### src/rtl/muldiv_hilo_pkg.sv
// Shared types for the HI/LO multiply/divide unit.
//   md_op_t    : request opcode carried on req_op
//   md_state_t : top-level sequencer state, also exported on o_dbg_state
// State literals use an ST_ prefix because MD_DIV already names an opcode
// in this package scope.
package muldiv_pkg;

  localparam int MD_WIDTH      = 32;
  localparam int MD_MUL_CYCLES = 2;

  typedef enum logic [2:0] {
    MD_MULT  = 3'd0,
    MD_MULTU = 3'd1,
    MD_DIV   = 3'd2,
    MD_DIVU  = 3'd3,
    MD_MTHI  = 3'd4,
    MD_MTLO  = 3'd5
  } md_op_t;

  typedef enum logic [1:0] {
    ST_IDLE = 2'd0,
    ST_MUL  = 2'd1,
    ST_DIV  = 2'd2
  } md_state_t;

  // MULT and DIV treat operands as two's complement; MULTU/DIVU do not.
  function automatic logic md_is_signed(md_op_t op);
    return (op == MD_MULT) || (op == MD_DIV);
  endfunction

endpackage

### src/rtl/muldiv_hilo_div_iter.sv
// Unsigned restoring radix-2 divider, one quotient bit per clock.
//   clk, resetn            : clock, async active-low reset
//   i_start                : load operands and begin (ignored while i_abort)
//   i_abort                : drop the division in progress
//   i_dividend, i_divisor  : unsigned operands, sampled on i_start
//   o_quotient, o_remainder: results, meaningful while o_valid
//   o_valid                : high for exactly one cycle after WIDTH iterations
// The divider frees itself on the edge after o_valid; the consumer must take
// the result on that edge.
module div_iter #(
  parameter int WIDTH = 32
) (
  input  logic             clk,
  input  logic             resetn,
  input  logic             i_start,
  input  logic             i_abort,
  input  logic [WIDTH-1:0] i_dividend,
  input  logic [WIDTH-1:0] i_divisor,
  output logic [WIDTH-1:0] o_quotient,
  output logic [WIDTH-1:0] o_remainder,
  output logic             o_valid
);

  localparam int CW = $clog2(WIDTH + 1);

  logic [WIDTH-1:0] r_quo;
  logic [WIDTH-1:0] r_rem;
  logic [WIDTH-1:0] r_div;
  logic [CW-1:0]    r_cnt;
  logic             r_busy;

  logic [WIDTH:0]   w_rem_sh;
  logic [WIDTH:0]   w_trial;
  logic             w_fits;

  // The dividend shifts out of r_quo into the partial remainder MSB-first
  // while quotient bits shift in at the bottom of r_quo.
  always_comb begin
    w_rem_sh = {r_rem, r_quo[WIDTH-1]};
    w_trial  = w_rem_sh - {1'b0, r_div};
    w_fits   = (w_rem_sh >= {1'b0, r_div});
  end

  always_ff @(posedge clk or negedge resetn) begin
    if (!resetn) begin
      r_quo  <= '0;
      r_rem  <= '0;
      r_div  <= '0;
      r_cnt  <= '0;
      r_busy <= 1'b0;
    end else if (i_abort) begin
      r_cnt  <= '0;
      r_busy <= 1'b0;
    end else if (i_start) begin
      r_quo  <= i_dividend;
      r_rem  <= '0;
      r_div  <= i_divisor;
      r_cnt  <= CW'(WIDTH);
      r_busy <= 1'b1;
    end else if (r_busy) begin
      if (r_cnt != '0) begin
        r_rem <= w_fits ? w_trial[WIDTH-1:0] : w_rem_sh[WIDTH-1:0];
        r_quo <= {r_quo[WIDTH-2:0], w_fits};
        r_cnt <= r_cnt - CW'(1);
      end else begin
        r_busy <= 1'b0;
      end
    end
  end

  assign o_valid     = r_busy && (r_cnt == '0);
  assign o_quotient  = r_quo;
  assign o_remainder = r_rem;

endmodule

### src/rtl/muldiv_hilo.sv
// Execute-stage multiply/divide unit owning the architectural HI/LO pair.
//   clk, resetn        : clock, async active-low reset
//   req_valid, req_op  : request strobe and md_op_t opcode
//   req_a, req_b       : rs (dividend / MTHI/MTLO data) and rt (divisor)
//   req_ready          : unit idle; request taken this cycle if req_valid
//   flush              : abort in-flight op, no HI/LO commit
//   busy               : mul/div in flight (inverse of req_ready)
//   done               : one-cycle pulse while HI/LO first show a mul/div result
//   hi, lo             : architectural HI/LO registers
//   o_dbg_state        : current md_state_t
// Handshake: a request is taken on a rising edge where req_valid && req_ready
// && !flush; flush always wins, and the requester must hold the request
// stable until it is taken.
module muldiv_hilo
  import muldiv_pkg::*;
#(
  parameter int WIDTH      = 32,
  parameter int MUL_CYCLES = 2
) (
  input  logic             clk,
  input  logic             resetn,
  input  logic             req_valid,
  input  logic [2:0]       req_op,
  input  logic [WIDTH-1:0] req_a,
  input  logic [WIDTH-1:0] req_b,
  output logic             req_ready,
  input  logic             flush,
  output logic             busy,
  output logic             done,
  output logic [WIDTH-1:0] hi,
  output logic [WIDTH-1:0] lo,
  output logic [1:0]       o_dbg_state
);

  localparam int MCW = (MUL_CYCLES > 1) ? $clog2(MUL_CYCLES + 1) : 1;

  md_state_t          r_state;
  logic [WIDTH-1:0]   r_hi;
  logic [WIDTH-1:0]   r_lo;
  logic               r_done;
  logic [MCW-1:0]     r_cnt;
  logic [2*WIDTH-1:0] r_prod;
  logic               r_neg_q;
  logic               r_neg_r;

  md_op_t             w_op;
  logic               w_accept;
  logic               w_sext;
  logic [2*WIDTH-1:0] w_a_wide;
  logic [2*WIDTH-1:0] w_b_wide;
  logic [2*WIDTH-1:0] w_prod;
  logic               w_a_neg;
  logic               w_b_neg;
  logic [WIDTH-1:0]   w_a_mag;
  logic [WIDTH-1:0]   w_b_mag;
  logic               w_div_start;
  logic               w_div_abort;
  logic [WIDTH-1:0]   w_div_quo;
  logic [WIDTH-1:0]   w_div_rem;
  logic               w_div_valid;
  logic [WIDTH-1:0]   w_quo_fix;
  logic [WIDTH-1:0]   w_rem_fix;

  assign w_op     = md_op_t'(req_op);
  assign w_accept = req_valid && req_ready && !flush;
  assign w_sext   = md_is_signed(w_op);

  // Extending both operands to the full product width makes the low 2*WIDTH
  // bits of a plain multiply exact for signed and unsigned operands alike.
  assign w_a_wide = {{WIDTH{w_sext & req_a[WIDTH-1]}}, req_a};
  assign w_b_wide = {{WIDTH{w_sext & req_b[WIDTH-1]}}, req_b};
  assign w_prod   = w_a_wide * w_b_wide;

  // The divider works on magnitudes. The quotient is negative when operand
  // signs differ; the remainder follows the dividend. MIN_INT is its own
  // magnitude as an unsigned value, so MIN_INT / -1 wraps to MIN_INT.
  assign w_a_neg = (w_op == MD_DIV) && req_a[WIDTH-1];
  assign w_b_neg = (w_op == MD_DIV) && req_b[WIDTH-1];
  assign w_a_mag = w_a_neg ? -req_a : req_a;
  assign w_b_mag = w_b_neg ? -req_b : req_b;

  // Divide by zero never starts the divider; it is answered from IDLE.
  assign w_div_start = w_accept && ((w_op == MD_DIV) || (w_op == MD_DIVU))
                       && (req_b != '0);
  assign w_div_abort = flush && (r_state == ST_DIV);

  div_iter #(
    .WIDTH(WIDTH)
  ) u_div (
    .clk        (clk),
    .resetn     (resetn),
    .i_start    (w_div_start),
    .i_abort    (w_div_abort),
    .i_dividend (w_a_mag),
    .i_divisor  (w_b_mag),
    .o_quotient (w_div_quo),
    .o_remainder(w_div_rem),
    .o_valid    (w_div_valid)
  );

  // Sign fix-up is the extra cycle after the WIDTH iterations.
  assign w_quo_fix = r_neg_q ? -w_div_quo : w_div_quo;
  assign w_rem_fix = r_neg_r ? -w_div_rem : w_div_rem;

  always_ff @(posedge clk or negedge resetn) begin
    if (!resetn) begin
      r_state <= ST_IDLE;
      r_hi    <= '0;
      r_lo    <= '0;
      r_done  <= 1'b0;
      r_cnt   <= '0;
      r_prod  <= '0;
      r_neg_q <= 1'b0;
      r_neg_r <= 1'b0;
    end else begin
      r_done <= 1'b0;
      case (r_state)
        ST_IDLE: begin
          if (w_accept) begin
            case (w_op)
              MD_MULT, MD_MULTU: begin
                r_prod  <= w_prod;
                r_cnt   <= MCW'(MUL_CYCLES - 1);
                r_state <= ST_MUL;
              end
              MD_DIV, MD_DIVU: begin
                if (req_b == '0) begin
                  r_done <= 1'b1;
                end else begin
                  r_neg_q <= w_a_neg ^ w_b_neg;
                  r_neg_r <= w_a_neg;
                  r_state <= ST_DIV;
                end
              end
              MD_MTHI: r_hi <= req_a;
              MD_MTLO: r_lo <= req_a;
              default: ;
            endcase
          end
        end
        ST_MUL: begin
          if (flush) begin
            r_state <= ST_IDLE;
          end else if (r_cnt == '0) begin
            r_hi    <= r_prod[2*WIDTH-1:WIDTH];
            r_lo    <= r_prod[WIDTH-1:0];
            r_done  <= 1'b1;
            r_state <= ST_IDLE;
          end else begin
            r_cnt <= r_cnt - MCW'(1);
          end
        end
        ST_DIV: begin
          if (flush) begin
            r_state <= ST_IDLE;
          end else if (w_div_valid) begin
            r_lo    <= w_quo_fix;
            r_hi    <= w_rem_fix;
            r_done  <= 1'b1;
            r_state <= ST_IDLE;
          end
        end
        default: r_state <= ST_IDLE;
      endcase
    end
  end

  assign req_ready   = (r_state == ST_IDLE);
  assign busy        = !req_ready;
  assign done        = r_done;
  assign hi          = r_hi;
  assign lo          = r_lo;
  assign o_dbg_state = r_state;

endmodule
### config.mk
export PLATFORM = sky130hd
export DESIGN_NAME = muldiv_hilo
export DESIGN_NICKNAME = d
export VERILOG_FILES = /design/src/rtl/muldiv_hilo_pkg.sv /design/src/rtl/muldiv_hilo_div_iter.sv /design/src/rtl/muldiv_hilo.sv
export SDC_FILE = /design/constraint.sdc
export NUM_CORES = 2
export LEC_CHECK = 0
export ABC_AREA = 1
export BUFFER_PORTS_ARGS = -buffer_cell sky130_fd_sc_hd__clkbuf_2
export CORE_MARGIN = 2
export CORE_UTILIZATION = 54
export DETAILED_ROUTE_END_ITERATION = 6
export GPL_TIMING_DRIVEN = 0
export PLACE_DENSITY_LB_ADDON = 0.15
export SLEW_MARGIN = 10
export SYNTH_ARGS = -nofsm -noshare
export SYNTH_HDL_FRONTEND = slang
export SYNTH_SLANG_ARGS = --single-unit
### constraint.sdc
create_clock -name clk -period 3.62 [get_ports clk]
set_clock_uncertainty 0.1 [all_clocks]
set_input_delay 0.724 -clock clk [delete_from_list [all_inputs] [get_ports clk]]
set_output_delay 0.724 -clock clk [all_outputs]
set_load 0.01 [all_outputs]
After elaboration in Yosys (flattened, before gate mapping) --
Cells that the tools add are included.
Cells by class: add/subtract/negate cells 7, multipliers 1, $lt $le $gt $ge 1, equal/unequal tests 20, multiplexer cells 54, bitwise logic cells 5, reductions and logical operators 36
Operator list (count):
- 32-bit two-way mux | 23
- 32-bit case mux with 3 select lines | 2
- 32-bit negation | 4
- 33-bit by 33-bit multiplier with 64-bit output | 1
- 33-bit by 32-bit >= comparator with 1-bit output | 1
- 32-bit logical NOT | 1
- 32-bit nonzero test | 1
- 32-bit subtractor | 1
- 6-bit two-way mux | 4
- 2-bit two-way mux | 10
- 7-bit AND reduction | 2
- 1-bit two-way mux | 11
- 2-bit by 1-bit != test with 1-bit output, second input constant | 5
- 5-bit AND reduction | 2
- 3-bit nonzero test | 3
- 1-bit logical AND | 8
- 2-bit != test, second input constant | 4
- 2-bit case mux with 2 select lines | 2
- 3-bit by 2-bit == test with 1-bit output, second input constant | 2
- 3-bit == test, second input constant | 2
- 6-bit logical NOT | 1
- 3-bit != test, second input constant | 2
- 2-bit case mux with 3 select lines | 1
- 3-bit AND reduction | 2
- other kinds (20) | 29
Word-level totals: register bits 238, bits of input ports 71, output and inout port bits 69, word-level logic and storage cells 137

Logic depth before layout (Yosys ltp) --
depth in word-level cells 7, depth in mapped cells 35, gate-level depth less buffers 33

Cells and area by module --
A second synthesis with hierarchy kept.
Unflattened totals: cells, all modules 7623, area, all modules 56944.6 µm²
Modules (own cells, without submodules):
- muldiv_hilo | times used 1, cells each 6518, area each 49581.3 µm², seq. area each 3378.2 µm²
- div_iter | times used 1, cells each 1105, area each 7363.3 µm², seq. area each 2577.5 µm²

Worst setup path after synthesis --
No wires, ideal clock.
path kind input to register, from input port req_op[2], to register r_prod[59], setup time 118 ps, data arrival time 7940 ps, required time 3402 ps, setup slack -4538 ps, cell stages on the path 29, buffers on the path 2, path through nor2_1 -> inv_1 -> clkbuf_1 -> buf_1 -> nor2_1 -> fa_1 -> inv_1 -> fa_1 -> inv_1 -> fa_1 -> inv_1 -> fa_1 -> inv_1 -> fa_1 -> fa_1 -> inv_1 -> fa_1 -> fa_1 -> inv_1 -> ha_1 -> nand2_1 -> nor2_1 -> nand2_1 -> nor4_1 -> nand2_1 -> nand3_1 -> nand2_1 -> nand3_1 -> nand2_1
Between the ends: cells in the longest elaborated chain, start to end 4, elaborated cells between the ends (all ways) 9, those cells by class mul: 1; eq/ne: 2; bitwise: 2; reduce/logical: 4
RTL lines:
- start, declared | RTL line muldiv_hilo.sv:23 | input logic [2:0] req_op,
- 3-bit by 2-bit == test with 1-bit output or 3-bit logical NOT (tied branches) | RTL line muldiv_hilo_pkg.sv:28, muldiv_hilo.sv:120
- 1-bit logical OR | RTL line muldiv_hilo_pkg.sv:28 | return (op == MD_MULT) || (op == MD_DIV);
- 1-bit bitwise AND, on equally long branches | RTL line muldiv_hilo.sv:70, muldiv_hilo.sv:71
- 33-bit by 33-bit multiplier with 64-bit output | RTL line muldiv_hilo.sv:72 | assign w_prod = w_a_wide * w_b_wide;
- end signal, assigned | RTL line muldiv_hilo.sv:122 | r_prod <= w_prod;
- end, declared | RTL line muldiv_hilo.sv:42 | logic [2*WIDTH-1:0] r_prod;
Parallel ways exist; a longest one is shown, timed or not. A chain may end at the register's enable or synchronous reset.

Worst setup path in the final report --
Ends and elaborated chain as after synthesis.

==> run summary <==
The run finished, with violations left. The final reports fail on negative hold slack, negative setup slack. The pre-antenna-repair detailed-routing pass consisted of 6 iterations. The maximum fanout along the worst path came out at 7.

After synthesis the netlist holds a flip-flop and latch count of 238. The final number of hold-violating endpoints came to 3. The depth of the CTS H-tree came out at 1. The area enclosed by the die boundary is about 110000 sq um. The total CTS buffers came out at 23. The sink count of the clock tree is 238.

The synthesized cell area is 57100 sq um. The kind of critical path is primary input to register. The maximum number of buffers from clock root to sink is 3. Setup repair after global routing could not meet its margin everywhere. The net count after synthesis is 9108.

The routed layout has 54.9k vias. met2 is the most crowded layer. The number of antenna violations at the first check in global routing came to 18. The stage delay of the slowest cell on the critical path came out at 0.65 ns. In this run the critical register-to-register path is launched from o_dbg_state[0]. The remaining antenna violation count is 0. The number of I/O port buffers is 76. The count of boundary I/O pins is 140. The number of cell instances on the worst register-to-register path is 9. The fmax came out at 134 MHz. The share of final-layout standard cells stronger than drive strength 1 is 0.173. The cell that appears most often on the critical path is fa_1. The type of destination of the critical path is a register. The count of yosys warnings during synthesis is 0.

The remaining max-slew budget at the tightest pin is 0.278. The number of instances in the synthesized netlist is 7657. For the pin with the worst max-slew slack, the measured transition is between 1 and 1.5 ns. The clock latency at the later pin of the worst-skew pair is just under 0.6 ns.

The share of the clock period used by the worst path after layout is 2.07. The number of DRC markers in iteration 0 is 7582. The area added between synthesis and finish is 19.7%. The library cell used most frequently in the layout, excluding fill and tap cells, is nand2_1. The global routing usage on met3 is 0.168. The global-route met1 utilization came out at 0.645. For this run, design rule violations remaining after detail routing come to 0.

The total global routing overflow is 0. Routability-driven placement finished with a final weighted congestion of 1.08. The post-route worst hold slack is -0.00700 ns.

The initialized floorplan defines 119 standard-cell rows. The largest individual stage delay along the critical path comes from the cell fa_2. The fraction of registers with async set or reset after synthesis is 1.00. The average detailed-routed wire length per instance is 27.2 microns. The met2 track utilization from global routing came out at 0.664.

Across every metal layer, demand over resource in global routing totals 0.475. The wire length after detailed routing came out at 255000 microns. The count of final max-slew check failures is 0.

The worst setup path is launched from a primary input. The largest net degree at the start of global routing came out at 100. The clock transition time at the flip-flop clock pins of the worst setup and hold paths is 0.08 ns. For this run, the leading register cell type out of synthesis is dfrtp_1. The smallest clock period supported by the final layout is computed as 7.49 ns. The number of flops mapped to enable cells by yosys came out at 0.

The critical path starts at req_op[2]. The netlist uses 58 different library cells. The max-cap violation count is 0. The slack of the critical path came out at -3.87 ns. Setup violations remaining at the end of the flow were counted as 58. The filler cells instantiated in the layout total 9142.

The portion of the post-synthesis area used by sequential elements came out at 0.104. The per-cell via count in the routed design came out at 5.86. The number of global-route vias before repair came out at between 50k and 60k.

The HPWL after detailed placement is approximately 210000 microns. At the end of the flow, the number of nets in the layout was between 9k and 10k. The area of the core region is 105000 sq um. In the layout the commonest cells are nand2_1, inv_1, fa_1.

The first-pass GRT wire length came out at 366000 microns. The die is 329 microns tall. The average cell area after synthesis came out at 7.45 sq um.

The data required time at the worst endpoint is around 4 ns. The min-delay analysis places its worst path in the category primary input to async pin. The CTS tree is done.

Clock tree synthesis selected as its root buffer the cell clkbuf_16. The data arrival at the endpoint of the critical path came out at 7.88 ns. The initial core utilization came out at 0.544. Measured along the x axis, the die boundary spans 329 microns.
-- cells in the mapped netlist (5+ instances only) --
library cell  instances  area share
o22ai_1              15      0.0016
o21ai_1              33      0.0029
buf_6                10      0.0020
nor3_2                5     0.00088
a21oi_1             168       0.015
nor2_1              467       0.031
nor3_1               40      0.0035
a21o_1                9      0.0012
o21bai_1             19      0.0025
inv_1              1904        0.13
a21boi_1             21      0.0028
a32oi_1               6     0.00092
dfrtp_1             238        0.10
xor2_1               53      0.0081
o31ai_1               5     0.00066
ha_1                254       0.056
buf_4                 8      0.0011
o21ai_0             245       0.021
nand4_1              59      0.0065
inv_2                21      0.0014
clkbuf_1            214       0.014
buf_2                57      0.0050
o211ai_1             22      0.0029
fa_1               1126        0.40
nor2_2                7     0.00077
a21boi_0             21      0.0028
a2bb2oi_1             9      0.0014
nand3b_1             14      0.0018
a31oi_1              13      0.0014
nand3_2               5     0.00088
o21ai_2               5     0.00077
buf_1                73      0.0048
nand3_1             311       0.027
nand2_1            2107        0.14
or2_2                12      0.0013
o21a_1                5     0.00066
xnor2_1              42      0.0064
-- final timing paths --
path / slack [ns] / endpoint
worst max-delay path: -3.87 / r_prod[59]
worst min-delay path: -0.007 / u_div.r_div[22]
worst max register to register: 0 / r_neg_q
worst min register to register: 0.38 / u_div.o_quotient[25]
max in group asynchronous: 2.48 / u_div.o_quotient[16]
min in group clk: 0.38 / u_div.o_quotient[25]
-- worst max-delay path: cells and delay by family --
family        cells  cell delay, ns
simple gates     10            1.29
buf+inv          11            1.17
fa+ha+maj         9            4.66
-- metrics by stage --
stage / instances / worst slack [ns] / setup TNS [ns] / util / cell area (sq um)
3_5_place_dp: 9126 / -5.64 / -272.08 / 0.589 / 61800
6_report: 9364 / -3.87 / -183.60 / 0.651 / 68300
4_1_cts: 9282 / -3.70 / -174.97 / 0.634 / 66500
5_1_grt: 9356 / -3.99 / -189.75 / 0.651 / 68300
3_3_place_gp: 9124 / -5.68 / -1060.68 / 0.588 / 61700
2_1_floorplan: 7657 / -3.77 / -170.95 / - / 59600
-- area by class of cell --
type                    count  area [sq um]  area share
multi-input cells        5130         46000       0.673
well taps                1391          1740      0.0255
diodes                      8          20.0    0.000293
plain buffers             362          4290      0.0628
inverters                1927          7300       0.107
flip-flops and latches    238          5960      0.0872
clock inverters            12           159     0.00233
repair buffers            267          2240      0.0327
clock buffers              29           638     0.00934
-- metal layers --
metal,share of wire,up-vias,routed length [microns]
li1,-,22932,-
met1,0.37,27222,95100
met2,0.41,3858,103000
met3,0.15,819,37800
met4,0.071,22,18000
met5,0.0017,-,423
-- cell families after synthesis --
kind of cell,share of synthesized area
XOR/XNOR,0.0146
adder cells (fa/ha/maj),0.451
AND/OR/NAND/NOR,0.216
AO/OA/AOI/OAI,0.0602
buffers and inverters,0.154
flip-flops,0.104
-- repair_timing --
action	CTS	global route
hold buffers	0	0
buffers inserted	115	76
gates resized for setup	718	343
setup endpoints to repair	60	59
pin swaps	200	209
-- state kept, by name, summed over array words and instances (netlist names), 2 cells and up --
signal,count
u_div.r_div,32
o_dbg_state,2
u_div.o_quotient,32
r_prod,64
u_div.r_cnt,6
u_div.o_remainder,32
lo,32
hi,32
r_cnt,2
Power is left out: the tool's default activity adds up to more than one toggle a clock period on the data nets, which glitch-free logic cannot reach.
